--- src/rtl/input_debouncer.sv ---
// -----------------------------------------------------------------------------
// input_debouncer
//
// Synchronises and debounces WIDTH asynchronous board inputs (slide switches,
// push buttons) and delivers glitch-free levels plus one-cycle edge pulses.
// Each channel is independent: a SYNC_STAGES-deep synchroniser feeds a
// two-state qualifier (STABLE / PENDING) with a stability counter. A new level
// is accepted only after STABLE_CYCLES consecutive sampled cycles that differ
// from the current clean level. Any bounce back restarts qualification.
//
// Ports:
//   clk         in   1      system clock, rising edge
//   rst_n       in   1      asynchronous active-low reset
//   raw_in      in   WIDTH  unsynchronised inputs
//   clean_out   out  WIDTH  debounced level (registered)
//   rise_pulse  out  WIDTH  one-cycle pulse on clean_out 0->1 (registered)
//   fall_pulse  out  WIDTH  one-cycle pulse on clean_out 1->0 (registered)
//   any_change  out  1      OR of all rise/fall pulse bits
// -----------------------------------------------------------------------------
module input_debouncer #(
    parameter int WIDTH         = 3,
    parameter int SYNC_STAGES   = 2,
    parameter int STABLE_CYCLES = 16
) (
    input  logic             clk,
    input  logic             rst_n,
    input  logic [WIDTH-1:0] raw_in,
    output logic [WIDTH-1:0] clean_out,
    output logic [WIDTH-1:0] rise_pulse,
    output logic [WIDTH-1:0] fall_pulse,
    output logic             any_change
);

    localparam int CNT_W = $clog2(STABLE_CYCLES);
    localparam logic [CNT_W-1:0] CNT_MAX = CNT_W'(STABLE_CYCLES - 1);
    localparam logic [CNT_W-1:0] CNT_ONE = CNT_W'(1);

    typedef enum logic {
        ST_STABLE  = 1'b0,
        ST_PENDING = 1'b1
    } state_t;

    logic [SYNC_STAGES-1:0] sync_q  [WIDTH];
    logic [CNT_W-1:0]       cnt_q   [WIDTH];
    logic [CNT_W-1:0]       cnt_d   [WIDTH];
    state_t                 state_q [WIDTH];
    state_t                 state_d [WIDTH];
    logic [WIDTH-1:0]       clean_q;
    logic [WIDTH-1:0]       clean_d;
    logic [WIDTH-1:0]       rise_q;
    logic [WIDTH-1:0]       rise_d;
    logic [WIDTH-1:0]       fall_q;
    logic [WIDTH-1:0]       fall_d;
    logic [WIDTH-1:0]       sync_s;

    // Last synchroniser stage of every channel, the only value the qualifier sees.
    always_comb begin
        sync_s = '0;
        for (int i = 0; i < WIDTH; i++) begin
            sync_s[i] = sync_q[i][SYNC_STAGES-1];
        end
    end

    // Plain shift-register synchroniser; nothing sits between stages.
    always_ff @(posedge clk or negedge rst_n) begin
        if (!rst_n) begin
            for (int i = 0; i < WIDTH; i++) begin
                sync_q[i] <= '0;
            end
        end else begin
            for (int i = 0; i < WIDTH; i++) begin
                sync_q[i] <= {sync_q[i][SYNC_STAGES-2:0], raw_in[i]};
            end
        end
    end

    // Per-channel qualifier next-state, counter and output logic.
    always_comb begin
        clean_d = clean_q;
        rise_d  = '0;
        fall_d  = '0;
        for (int i = 0; i < WIDTH; i++) begin
            state_d[i] = state_q[i];
            cnt_d[i]   = cnt_q[i];
            case (state_q[i])
                ST_STABLE: begin
                    if (sync_s[i] != clean_q[i]) begin
                        state_d[i] = ST_PENDING;
                        cnt_d[i]   = CNT_ONE;
                    end else begin
                        cnt_d[i]   = '0;
                    end
                end
                ST_PENDING: begin
                    if (sync_s[i] == clean_q[i]) begin
                        // Bounce back: discard the partial count.
                        state_d[i] = ST_STABLE;
                        cnt_d[i]   = '0;
                    end else if (cnt_q[i] == CNT_MAX) begin
                        state_d[i] = ST_STABLE;
                        cnt_d[i]   = '0;
                        clean_d[i] = sync_s[i];
                        rise_d[i]  = sync_s[i];
                        fall_d[i]  = ~sync_s[i];
                    end else begin
                        cnt_d[i]   = cnt_q[i] + CNT_ONE;
                    end
                end
                default: begin
                    state_d[i] = ST_STABLE;
                    cnt_d[i]   = '0;
                end
            endcase
        end
    end

    // Qualifier state, counters and registered outputs.
    always_ff @(posedge clk or negedge rst_n) begin
        if (!rst_n) begin
            for (int i = 0; i < WIDTH; i++) begin
                state_q[i] <= ST_STABLE;
                cnt_q[i]   <= '0;
            end
            clean_q <= '0;
            rise_q  <= '0;
            fall_q  <= '0;
        end else begin
            for (int i = 0; i < WIDTH; i++) begin
                state_q[i] <= state_d[i];
                cnt_q[i]   <= cnt_d[i];
            end
            clean_q <= clean_d;
            rise_q  <= rise_d;
            fall_q  <= fall_d;
        end
    end

    assign clean_out  = clean_q;
    assign rise_pulse = rise_q;
    assign fall_pulse = fall_q;
    assign any_change = |(rise_q | fall_q);

endmodule
--- config.mk ---
export PLATFORM = sky130hd
export DESIGN_NAME = input_debouncer
export DESIGN_NICKNAME = d
export VERILOG_FILES = /design/src/rtl/input_debouncer.sv
export SDC_FILE = /design/constraint.sdc
export NUM_CORES = 1
export LEC_CHECK = 0
export ABC_AREA = 1
export BUFFER_PORTS_ARGS = -buffer_cell sky130_fd_sc_hd__buf_2
export CELL_PAD_IN_SITES_DETAIL_PLACEMENT = 2
export CELL_PAD_IN_SITES_GLOBAL_PLACEMENT = 2
export CORE_MARGIN = 2
export CORE_UTILIZATION = 37
export CTS_CLUSTER_SIZE = 12
export DETAILED_ROUTE_END_ITERATION = 16
export GPL_TIMING_DRIVEN = 0
export PLACE_DENSITY_LB_ADDON = 0.1
export SYNTH_ARGS = -nofsm -noshare
export SYNTH_HDL_FRONTEND = slang
export SYNTH_SLANG_ARGS = --single-unit
--- constraint.sdc ---
create_clock -name clk -period 2.36 [get_ports clk]
set_input_delay 0.236 -clock clk [delete_from_list [all_inputs] [get_ports clk]]
set_output_delay 0.236 -clock clk [all_outputs]
set_load 0.05 [all_outputs]
==> metrics, run 1 <==
status=complete, no violations; Worst Hold Launch=raw_in[0]; FF-to-FF Start=cnt_q[4]$_DFF_PN0_; Core Region=3310 um^2; P&R area growth vs syn=18.7%; Die Span Y=62.5 um; # IOs=15; Worst Setup Start Kind=flop; 1st-iter DRT viols=9; synth top area cells=dfrtp_1, nand2_1, inv_1, nor2_1, ha_1; unrepaired setup endpoints after global routing=no; Place WS=1170 ps; CTS H-Tree Depth=2; cell taking the most area after synthesis=dfrtp_1; synth warn=0; syn_area_per_cell=9.51 um^2; Tmin final=1440 ps; Psw=0.219 mW; Pre-Repair DR Iteration Count=3; Detailed Route WL=2790 um; Worst path top cell family by delay=flip-flops; share of cells above drive strength 1=22.2%; worst hold path class=primary input to flop; Worst-Skew Late Latency=330 ps; PD cells=645 nW/um^2; Flop pwr share=56.1%; Clk pin slew, worst setup/hold paths=90 ps; sequential area share after synthesis=59.3%; most frequent cells in the layout=dfrtp_1, nand2_1, inv_1; r2r setup slk=1140 ps; Switching Share=22.6%; Worst Skew=2.93 ps; Total GRT Usage=17.3%; synthesized net count=141; Clock Sinks=30; fin crit share=60.9%; Peak VDD IR=0.000393 V; NumNets Final=165; first-pass GRT wire length=5100 um; crit-path max FO=2; final weighted congestion in routability-driven placement=0.756; CTS tree=built; area share of the largest cell type after synthesis=59.3%; met2 usage=33.1%; worst path buffer plus inverter count=1; routing usage on met3=5.05%; clock share of power=38.8%; port buffer count=14; commonest non-fill, non-tap cell in the layout=dfrtp_1; total negative slack=0 ps; Max stage delay on crit path=380 ps; Yosys cell types=12; CP Class=flop to primary output; Slowest-stage cell, CP=dfrtp_1; Final Slew Violations=0; Clock Tree Root=clkbuf_4; Antenna Cells=0; gr ovfl total=0; worst rel slew slack=55.7%; GR Layer Usage met1=17.2%; Int Power=0.749 mW; Lkg Pwr=0.816 nW; Hold Violations, Final=0; Final ANT Viol Nets=0; largest net degree at the start of global routing=31; DIE WIDTH=62.5 um; vias in the first global route=1,129; Clock Path Buffers=2; Seq cells post-synth=30; die area=3900 um^2; initial antenna violation count=0; Req. time, crit path=2120 ps; share of power burned in combinational logic=5.1%; WHS=26.2 ps; via-per-instance ratio=4.69; fmax=696 MHz; Crit. Startpoint=fall_pulse[0]$_DFF_PN0_; Non-Filler Instances=204; via count=956; Starting Density=38.2%; Rows=21; Syn Std Cell Area=1260 um^2; Setup Fix Bufs, Post-CTS=0; Final WS setup=923 ps; endpoints failing setup=0; ordered list of cells on the worst path=nor2_1 -> nand3_1 -> buf_2; gr busiest metal=met2; DP HPWL=2110 um; placed insts=193; measured slew at the worst slew-check pin=664 ps; Crit path arrival time=1200 ps; Critical Path End Type=primary output; Routed wire per std cell=13.7 um; Synth Instances=133; max cap viols=0; CTS Buf Count=5; Remaining DRCs=0
per-layer routing:
metal / up-vias / wire (um)
li1: 459 / -
met1: 475 / 1020
met2: 15 / 1600
met3: 7 / 109
met4: 0 / 57
met5: - / 0
final cells by class:
cell class,count,area [um^2]
clock buffers,8,78.8
inverters,24,90.1
repair buffers,17,100
well taps,46,57.6
multi-input cells,79,424
flip-flops and latches,30,751
fillers,387,1810
synth_stat cells:
| library cell | number |
|---|---|
| dfrtp_1 | 30 |
| nand2_1 | 29 |
| inv_1 | 24 |
| nor2_1 | 15 |
| nand3_1 | 7 |
| a21oi_1 | 6 |
| nand4_1 | 6 |
| nand2_2 | 4 |
| ha_1 | 3 |
| nand3_2 | 3 |
| nor2_4 | 3 |
| nor3_2 | 3 |
kinds of logic after synthesis:
logic type | after synthesis | share of synthesized area (%)
buffers and inverters | 24 | 7.12
flip-flops | 30 | 59.3
AND/OR/NAND/NOR | 70 | 28.2
AO/OA/AOI/OAI | 6 | 2.37
adder cells (fa/ha/maj) | 3 | 2.97
state kept, by name, indices dropped and copies added, names as in the netlist:
register,cells
rise_pulse,3
state_q,3
cnt_q,12
sync_q,6
fall_pulse,3
clean_out,3
final timing paths:
check / endpoint / cells past startpoint
hold reg to reg: sync_q[1]$_DFF_PN0_ / 0
setup / recovery: any_change / 3
min in group asynchronous: fall_pulse[0]$_DFF_PN0_ / 2
setup reg to reg: cnt_q[7]$_DFF_PN0_ / 6
max in group asynchronous: cnt_q[3]$_DFF_PN0_ / 2
hold / removal: sync_q[4]$_DFF_PN0_ / 1
metrics by stage:
step,utilization [%],instance area [um^2],power (mW)
4_1_cts,45.4,1500,0.990
2_1_floorplan,-,1260,0.574
6_report,45.4,1500,0.968
3_3_place_gp,42.1,1390,0.593
3_5_place_dp,42.1,1390,0.600
5_1_grt,45.4,1500,1.02
what timing repair did:
action                     in CTS  in global routing
hold endpoints to repair       32                  0
setup endpoints to repair       0                  0
hold buffers                    3                  0
gates resized for setup         0                  0
power by group through the flow:
| stage | clock [mW] | sequential [mW] | combinational (mW) |
|---|---|---|---|
| finish | 0.376 | 0.543 | 0.0490 |
| global route | 0.416 | 0.547 | 0.0567 |
| CTS | 0.395 | 0.544 | 0.0506 |
| detailed placement | 0 | 0.554 | 0.0461 |
| global placement | 0 | 0.553 | 0.0409 |
| floorplan | 0 | 0.550 | 0.0241 |
No activity file was read; power rests on OpenSTA's default activity.
==> run 2: changes to the inputs <==
- ABC_AREA: 1 -> 0
- CORE_UTILIZATION: 37 -> 38
- clock period: 2.36 -> 1.4 ns (I/O delays scaled with it)
==> metrics, run 2 <==
Tmin final=1430 ps; Final Power=1.55 mW (+60%); syn_area_per_cell=13.6 um^2 (+43%); failing checks=negative setup slack; fmax=700 MHz; Synth Area in Compound Gates=9.33% (+7.0 points); Adder-Cell Fraction of Synth Area=3.25% (+0.29 points); Max stage delay on crit path=420 ps (+40 ps); max reg flops=12 (unchanged); top_reg_cell synth=dfrtp_1; worst hold path class=primary input to asynchronous set/reset pin; Pre-Repair DR Iteration Count=3 (unchanged); crit-path max FO=2 (unchanged); unrepaired setup endpoints after global routing=yes; sequential area share after synthesis=65.1% (+5.7 points); Final Slew Violations=0 (unchanged); Remaining DRCs=0 (unchanged); Final WS setup=-27.6 ps (-950 ps); via count=760 (-21%); Clock Tree Root=clkbuf_4; Detailed Route WL=2240 um (-20%); P&R area growth vs syn=21.1%; measured slew at the worst slew-check pin=660 ps (-3.86 ps); max cap viols=0 (unchanged); largest net degree at the start of global routing=31 (unchanged); Lkg Pwr=0.691 nW (-15%); Worst Skew=22.8 ps (+19.9 ps); Yosys cell types=25 (+13); share of async-settable or async-resettable flops after synthesis=100% (unchanged); Core Region=2830 um^2 (-15%); Die Span Y=59.1 um (-5.4%); fin util=49.4% (+4.1 points); NumNets Final=119 (-28%); CTS H-Tree Depth=2 (unchanged); Clk pin slew, worst setup/hold paths=120 ps (+30 ps); count leader, synth=dfrtp_1; fin crit share=102%; Total GRT Usage=15.8% (-1.6 points); CTS Buf Count=5 (unchanged); Routed wire per std cell=15.7 um (+15%); Clock Sinks=30 (unchanged); synth warn=0 (unchanged); Non-Filler Instances=143 (-30%); mux cell area share after synthesis=2.93% (+2.9 points); Peak VDD IR=0.000601 V (+53%); die area=3490 um^2 (-10%); Rows=19 (-9.5%); Clock Path Buffers=2 (unchanged); placed insts=130 (-33%); via-per-instance ratio=5.31 (+13%); EDFF count, synth=0 (unchanged); Critical Path End Type=primary output; Syn Std Cell Area=1150 um^2 (-8.8%); gr ovfl total=0 (unchanged); vias in the first global route=884 (-22%); # IOs=15 (unchanged); post-synthesis xor/xnor area fraction=4.56% (+4.6 points); Synth Instances=85 (-36%); Req. time, crit path=1260 ps (-860 ps); Simple-Gate Fraction of Synth Area=14.2% (-14 points); Worst-Skew Late Latency=340 ps (about the same); cells on worst reg2reg path=3 (-3); Commonest cells post-synth=dfrtp_1, nor3b_1, a21oi_1, nand2_1, nor2_1; commonest non-fill, non-tap cell in the layout=dfrtp_1; CTS tree=built; initial antenna violation count=0 (unchanged); Slowest-stage cell, CP=dfrtp_1; Antenna Cells=0 (unchanged); most frequent cells in the layout=dfrtp_1, buf_2, nor3b_1; WHS=350 ps (+323 ps); endpoints failing setup=1 (+1); Crit path arrival time=1290 ps (+90 ps); DIE WIDTH=59.1 um (-5.4%); Final ANT Viol Nets=0 (unchanged); area share of the largest cell type after synthesis=65.1% (+5.7 points); first-pass GRT wire length=3950 um (-22%); status=finished, violations left; 1st-iter DRT viols=17 (+8); CP Class=flop to primary output; Hold Violations, Final=0 (unchanged); final weighted congestion in routability-driven placement=0.769 (+1.7%); biggest regs=cnt_q (12), sync_q (6); synthesized net count=93 (-34%); main combinational cell family by area after synthesis=simple AND/OR/NAND/NOR gates; largest register by flop count=cnt_q; Starting Density=40.8% (+2.6 points); Worst Setup Start Kind=flop; PD cells=1110 nW/um^2 (+72%); cell taking the most area after synthesis=dfrtp_1; share of cells above drive strength 1=30.4% (+8.2 points); DP HPWL=1510 um (-29%); Seq cells post-synth=30 (unchanged); port buffer count=14 (unchanged); synth top area cells=dfrtp_1, nor3b_1, ha_1, a31o_2, xnor2_1; ordered list of cells on the worst path=nor4_4 -> nand2_1 -> buf_6; worst rel slew slack=56.0% (+0.26 points)
run 2: worst max-delay path: cells and delay by family (launching register included):
kind | cells | cell delay [ps]
DFF | 1 | 420
and+or+nand+nor | 2 | 380
buffers and inverters | 1 | 170
run 2: worst paths after layout:
check                                        start                        to  slack [ps]
min in group clk               sync_q[0]$_DFF_PN0_       sync_q[1]$_DFF_PN0_         360
min reg2reg                    sync_q[0]$_DFF_PN0_       sync_q[1]$_DFF_PN0_         360
min                                          rst_n  clean_out[0]$_DFFE_PN0P_         350
max reg2reg                     cnt_q[0]$_DFF_PN0_  clean_out[2]$_DFFE_PN0P_          90
max in group asynchronous                    rst_n        cnt_q[5]$_DFF_PN0_         600
max                        fall_pulse[1]$_DFF_PN0_                any_change         -30
run 2: cells by family (layout without fill, tap and decap cells):
group                    Yosys count  after routing
AND/OR/NAND/NOR                   26             26
AO/OA/AOI/OAI                     15             15
multiplexers                       3              3
XOR/XNOR                           6              6
adder cells (fa/ha/maj)            3              3
buffers and inverters              2             29
flip-flops                        30             30
run 2: area by class of cell:
class                   instances  area [um^2]
well taps                      31         38.8
clock inverters                 2         12.5
inverters                       2         7.51
repair buffers                 19          124
flip-flops and latches         30          751
clock buffers                   6         51.3
multi-input cells              53          413
fillers                       297         1430
run 2: stage by stage:
step | area (um^2) | setup slack [ps] | TNS (ps)
floorplan | 1150 | 68.1 | 0
global placement | 1260 | 75.5 | 0
detailed placement | 1260 | 58.9 | 0
CTS | 1380 | -123 | -123
global route | 1400 | -149 | -149
finish | 1400 | -27.6 | -27.6
run 2: power breakdown:
group	leakage (nW)	switching [mW]	internal [mW]
sequential	0.392	0.0224	0.891
clock	0.0343	0.319	0.241
combinational	0.265	0.0385	0.0353
total	0.691	0.379	1.17
run 2: repair_timing:
action | in CTS | in global routing
pin swaps | 1 | 3
gates resized for setup | 3 | 2
hold buffers | 4 | 0
buffers inserted | 0 | 1
endpoints found under the setup margin | 1 | 2
hold endpoints to repair | 33 | 0
run 2: layer usage:
metal / share of wire, % / vias up / wire length, um / GRT usage, %
met5: 0 / - / 0 / 0
met4: 2.9 / 0 / 65 / 9.74
met3: 3.7 / 8 / 84 / 4.80
met2: 50 / 16 / 1120 / 26.5
met1: 44 / 381 / 976 / 17.3
li1: - / 355 / - / -
